## config.mk

```make
export PLATFORM = sky130hd
export DESIGN_NAME = uart_bus_arbiter
export DESIGN_NICKNAME = d
export VERILOG_FILES = /design/src/rtl/uart_bus_arbiter.sv
export SDC_FILE = /design/constraint.sdc
export NUM_CORES = 1
export LEC_CHECK = 0
export BUFFER_PORTS_ARGS = -buffer_cell sky130_fd_sc_hd__buf_2
export CORE_AREA = 2 2 124 126
export CTS_CLUSTER_DIAMETER = 40
export DETAILED_ROUTE_END_ITERATION = 8
export DIE_AREA = 0 0 126 128
export GPL_TIMING_DRIVEN = 0
export PLACE_DENSITY = 0.64
export SETUP_SLACK_MARGIN = 0.3
export SYNTH_ARGS = -nofsm -noshare
export SYNTH_HDL_FRONTEND = slang
export SYNTH_SLANG_ARGS = --single-unit
```

## constraint.sdc

```tcl
create_clock -name clk -period 4.2 [get_ports clk]
set_clock_uncertainty 0.1 [all_clocks]
set_input_delay 0 -clock clk [delete_from_list [all_inputs] [get_ports clk]]
set_output_delay 0 -clock clk [all_outputs]
set_load 0.02 [all_outputs]
```

## src/rtl/uart_bus_arbiter.sv

```systemverilog
// Two-master round-robin arbiter in front of the UART valid/ready slave port.
// Holds the grant for one transaction and force-terminates it with ERR_RDATA if u_ready never comes.
module uart_bus_arbiter #(
  parameter int          TIMEOUT   = 1024,
  parameter logic [31:0] ERR_RDATA = 32'hFFFF_FFFF
) (
  input  logic        clk,
  input  logic        resetn,
  input  logic        m0_valid,
  output logic        m0_ready,
  input  logic [31:0] m0_addr,
  input  logic [31:0] m0_wdata,
  input  logic [3:0]  m0_wstrb,
  output logic [31:0] m0_rdata,
  input  logic        m1_valid,
  output logic        m1_ready,
  input  logic [31:0] m1_addr,
  input  logic [31:0] m1_wdata,
  input  logic [3:0]  m1_wstrb,
  output logic [31:0] m1_rdata,
  output logic        u_valid,
  input  logic        u_ready,
  output logic [31:0] u_addr,
  output logic [31:0] u_wdata,
  output logic [3:0]  u_wstrb,
  input  logic [31:0] u_rdata,
  output logic [7:0]  timeout_count
);

  // Handshake: a transfer completes in the cycle where u_valid & u_ready are both high;
  // that same cycle raises the granted master's ready. Masters hold valid and fields until ready.

  typedef enum logic [1:0] {
    IDLE = 2'd0,
    BUSY = 2'd1,
    TERM = 2'd2
  } state_t;

  localparam logic [15:0] WAIT_LAST = 16'(TIMEOUT - 1);

  state_t      state;
  logic        grant;
  logic        last;
  logic [15:0] wait_cnt;
  logic        sel_valid;
  logic        next_grant;

  assign sel_valid  = grant ? m1_valid : m0_valid;
  // On a tie the master that did not win last time gets the bus.
  assign next_grant = (m0_valid && m1_valid) ? ~last : m1_valid;

  always_ff @(posedge clk) begin
    if (!resetn) begin
      state         <= IDLE;
      grant         <= 1'b0;
      last          <= 1'b1;
      wait_cnt      <= 16'd0;
      timeout_count <= 8'd0;
    end else begin
      case (state)
        IDLE: begin
          if (m0_valid || m1_valid) begin
            grant    <= next_grant;
            last     <= next_grant;
            wait_cnt <= 16'd0;
            state    <= BUSY;
          end
        end
        BUSY: begin
          if (!sel_valid || u_ready) begin
            state    <= IDLE;
            wait_cnt <= 16'd0;
          end else if (wait_cnt == WAIT_LAST) begin
            state    <= TERM;
            wait_cnt <= 16'd0;
          end else begin
            wait_cnt <= wait_cnt + 16'd1;
          end
        end
        TERM: begin
          state <= IDLE;
          if (timeout_count != 8'hFF) timeout_count <= timeout_count + 8'd1;
        end
        default: state <= IDLE;
      endcase
    end
  end

  always_comb begin
    u_valid  = 1'b0;
    u_addr   = 32'd0;
    u_wdata  = 32'd0;
    u_wstrb  = 4'd0;
    m0_ready = 1'b0;
    m0_rdata = 32'd0;
    m1_ready = 1'b0;
    m1_rdata = 32'd0;
    case (state)
      BUSY: begin
        u_valid = sel_valid;
        if (grant) begin
          u_addr   = m1_addr;
          u_wdata  = m1_wdata;
          u_wstrb  = m1_wstrb;
          m1_ready = sel_valid & u_ready;
          m1_rdata = u_rdata;
        end else begin
          u_addr   = m0_addr;
          u_wdata  = m0_wdata;
          u_wstrb  = m0_wstrb;
          m0_ready = sel_valid & u_ready;
          m0_rdata = u_rdata;
        end
      end
      TERM: begin
        if (grant) begin
          m1_ready = 1'b1;
          m1_rdata = ERR_RDATA;
        end else begin
          m0_ready = 1'b1;
          m0_rdata = ERR_RDATA;
        end
      end
      default: ;
    endcase
  end

endmodule

```

==> out/qor.csv <==
stage,metric,value,unit
clock_tree,post-CTS sizing,0,
final_layout,# diodes,0,
logic_synthesis,ys async rst share,0,
logic_synthesis,mapped cell area,3410,um^2
logic_synthesis,"Seq/Total Area, Yosys",0.164,
detailed_routing,DR vias/cell,4.76,
clock_tree,"CTS clk-pin slew, worst paths",0.07,ns
logic_synthesis,"Avg Cell Area, Syn",7.31,um^2
timing,Max Fclk,350,MHz
setup_path,Crit-path slowest cell,clkbuf_1,
setup_path,Setup crit start kind,flip-flop,
timing,Fin Setup TNS,0,ns
setup_path,r2r setup slk,1.72,ns
logic_synthesis,register bit count reported by yosys,28,
global_route,first-pass GRT wire length,24.4,mm
clock_tree,TritonCTS Buffers,3,
clock_tree,CTS root buf,clkbuf_16,
timing,fin crit period,2.86,ns
detailed_routing,final WL,17.5,mm
placement,gpl congestion,0.931,
placement,dpl hpwl,15.0,mm
floorplan,initial cell density of the core,0.230,
setup_path,reg2reg start,wait_cnt[1],
timing,Slew headroom,0.413,
power,Static Leak,0.00250,uW
placement,Port Buffers,315,
power,clock share of power,0.211,
setup_path,Critical path origin,state[1],
timing,worst hold slack,0.00754,ns
detailed_routing,Iter 0 DRT Violations,301,
floorplan,num rows,45,
detailed_routing,DRT antenna net count,0,
logic_synthesis,Yosys top cell area share,0.205,
run_status,outcome,"complete, no violations",
floorplan,die area,16100,um^2
floorplan,I/O pin cnt,316,
logic_synthesis,Cells after Synth,467,
detailed_routing,vias post-DR,4639,
floorplan,Die Span X,126,um
setup_path,CP Capture Type,output port,
power,sequential fraction of design power,0.263,
power,internal power,610,uW
timing,max-slew violations,0,
power,switching power,420,uW
clock_tree,worst-skew pair later-pin latency,0.26,ns
logic_synthesis,synth unique cells,43,
logic_synthesis,synth top area cells,"mux2i_1, dfxtp_1, nor2b_1",
timing,Tightest Pin Transition,0.881,ns
detailed_routing,# DRC,0,
logic_synthesis,syn nets,645,
clock_tree,clk sinks,28,
global_route,All-Layer GR Usage,0.195,
setup_path,kind of critical path,flip-flop to output port,
final_layout,Nets,966,
flow_run,Max-Cap Viols,0,
timing,part of the cycle the worst path needs,0.681,
setup_path,Worst Setup EP,m1_rdata[8],
setup_path,crit path DAT,2.76,ns
logic_synthesis,Post-synth EDFFs,0,
logic_synthesis,post-synth top area cell,mux2i_1,
global_route,largest net degree at the start of global routing,15,
final_layout,Area Growth Syn to Fin,55.6,%
setup_path,required time worst endpoint,4.10,ns
setup_path,crit-path max FO,10,
logic_synthesis,warnings from Yosys,0,
global_route,global route overflow,0,
power,Final Power,1030,uW
floorplan,Chip Height,128,um
final_layout,ratio of cells with drive above 1 in the final layout,0.412,
detailed_routing,Pre-antenna DRT Iters,4,
timing,Fin. Hold Viols,0,
timing,RSZ-0062 raised after global routing,false,
final_layout,fillers,1614,
setup_path,Reg2Reg Capture Point,wait_cnt[11],
detailed_routing,routed len/inst,18.0,um
floorplan,core area,14900,um^2
logic_synthesis,Main synth FF type,dfxtp_1,
power,VDD IR max,0.188,mV
setup_path,most frequent CP cell,clkbuf_1,
timing,setup violators final,0,
clock_tree,H-tree Lvls,1,
min_path,Hold Path Origin,m1_valid,
power,PwrDens,194,nW/um^2
setup_path,Reg2Reg Depth,6,
power,Comb power frac,0.526,
clock_tree,CTS Buffer Depth,2,
global_route,initial antenna violation count,1,
power,sw frac,0.408,
min_path,Hold Path Class,input port to flip-flop,
global_route,vias in the first global route,4177,
setup_path,Crit path largest cell delay,0.41,ns
setup_path,crit-path cells,inv_1 -> ha_1 -> clkbuf_1 -> and2_1 -> clkbuf_1 -> clkbuf_1 -> nand2_1 -> a21boi_0 -> buf_2,
clock_tree,CTS tree,done,
## area by class of cell
class	count	area, um^2	area share
tap	188	235	0.0443
clock buffer	3	75.1	0.0141
timing repair buffer	316	1590	0.299
multi-input combinational	393	2680	0.504
buffer	41	156	0.0295
sequential	28	561	0.106
inverter	5	18.8	0.00354
## critical path, delay by kind of cell, from the launching register on
family,cells,cell delay (ns)
fa+ha+maj,1,0.24
buf+inv,5,1.33
compound gates,1,0.30
simple gates,2,0.32
flops,1,0.31
## worst min-delay path by stage
stage	end	slack, ns	cells after the start
detailed placement	last	0.15	2
global placement	last	0.15	2
floorplan	last	-0.01	1
global route	last	0.04	3
CTS	last	0.006	3
finish	last	0.008	3
## registers in the layout, indices dropped and copies added, names as in the netlist
signal         cells
wait_cnt          16
timeout_count      8
state              2
grant              1
last               1
## stage by stage
stage | utilization | std cells | setup slack (ns) | area [um^2]
final | 0.357 | 974 | 1.34 | 5310
after global routing | 0.357 | 974 | 1.06 | 5310
after CTS | 0.357 | 974 | 1.30 | 5310
after detailed placement | 0.351 | 970 | 1.61 | 5220
after global placement | 0.351 | 970 | 1.59 | 5220
after floorplan | - | 467 | 1.99 | 3410
## kinds of logic (layout without fill, tap and decap cells)
family / count (synthesis) / after routing / share of synthesized area
fa+ha+maj: 5 / 5 / 0.0183
flops: 28 / 28 / 0.164
mux: 70 / 70 / 0.205
xor+xnor: 9 / 9 / 0.0231
simple gates: 204 / 204 / 0.316
compound gates: 105 / 105 / 0.221
buf+inv: 46 / 365 / 0.0513
## power by group through the flow
stage          combinational (uW)  sequential [uW]  clock (uW)
2_1_floorplan                 300              277           0
3_3_place_gp                  536              277           0
3_5_place_dp                  536              277           0
4_1_cts                       540              271         223
5_1_grt                       578              271         231
6_report                      542              271         217
## metal layers
layer  routed length, um  global-route usage  vias up
met5                   0                   0        -
met4                  74              0.0175        0
met3                1910              0.0580        4
met2                7600               0.301      257
met1                7910               0.279     2109
li1                    -                   -     2269
## cell usage after synthesis, types with 9 or more instances
master / instances
nand2_1: 75
clkbuf_1: 34
o21ai_0: 12
a21boi_0: 52
a21boi_1: 12
dfxtp_1: 28
nand3_1: 10
nor2_1: 9
nor2b_1: 70
mux2i_1: 70
## layout by cell type (no fill, tap or decap), types with 5 or more instances in the layout
| cell type | instances |
|---|---|
| buf_2 | 317 |
| nand2_1 | 75 |
| nor2b_1 | 70 |
| mux2i_1 | 70 |
| a21boi_0 | 52 |
| clkbuf_1 | 34 |
| dfxtp_1 | 28 |
| a21boi_1 | 12 |
| o21ai_0 | 12 |
| nand3_1 | 10 |
| nor2_1 | 9 |
| or3_1 | 8 |
| a211oi_1 | 8 |
| nor3_1 | 8 |
| a21oi_1 | 7 |
| buf_1 | 5 |
| nand4_1 | 5 |
| xnor2_1 | 5 |
| ha_1 | 5 |
## timing repair
action,4_1_cts,5_1_grt
buffers inserted,0,0
hold buffers,1,0
endpoints found under the hold margin,4,0
Power figures use the tool's default switching activity.
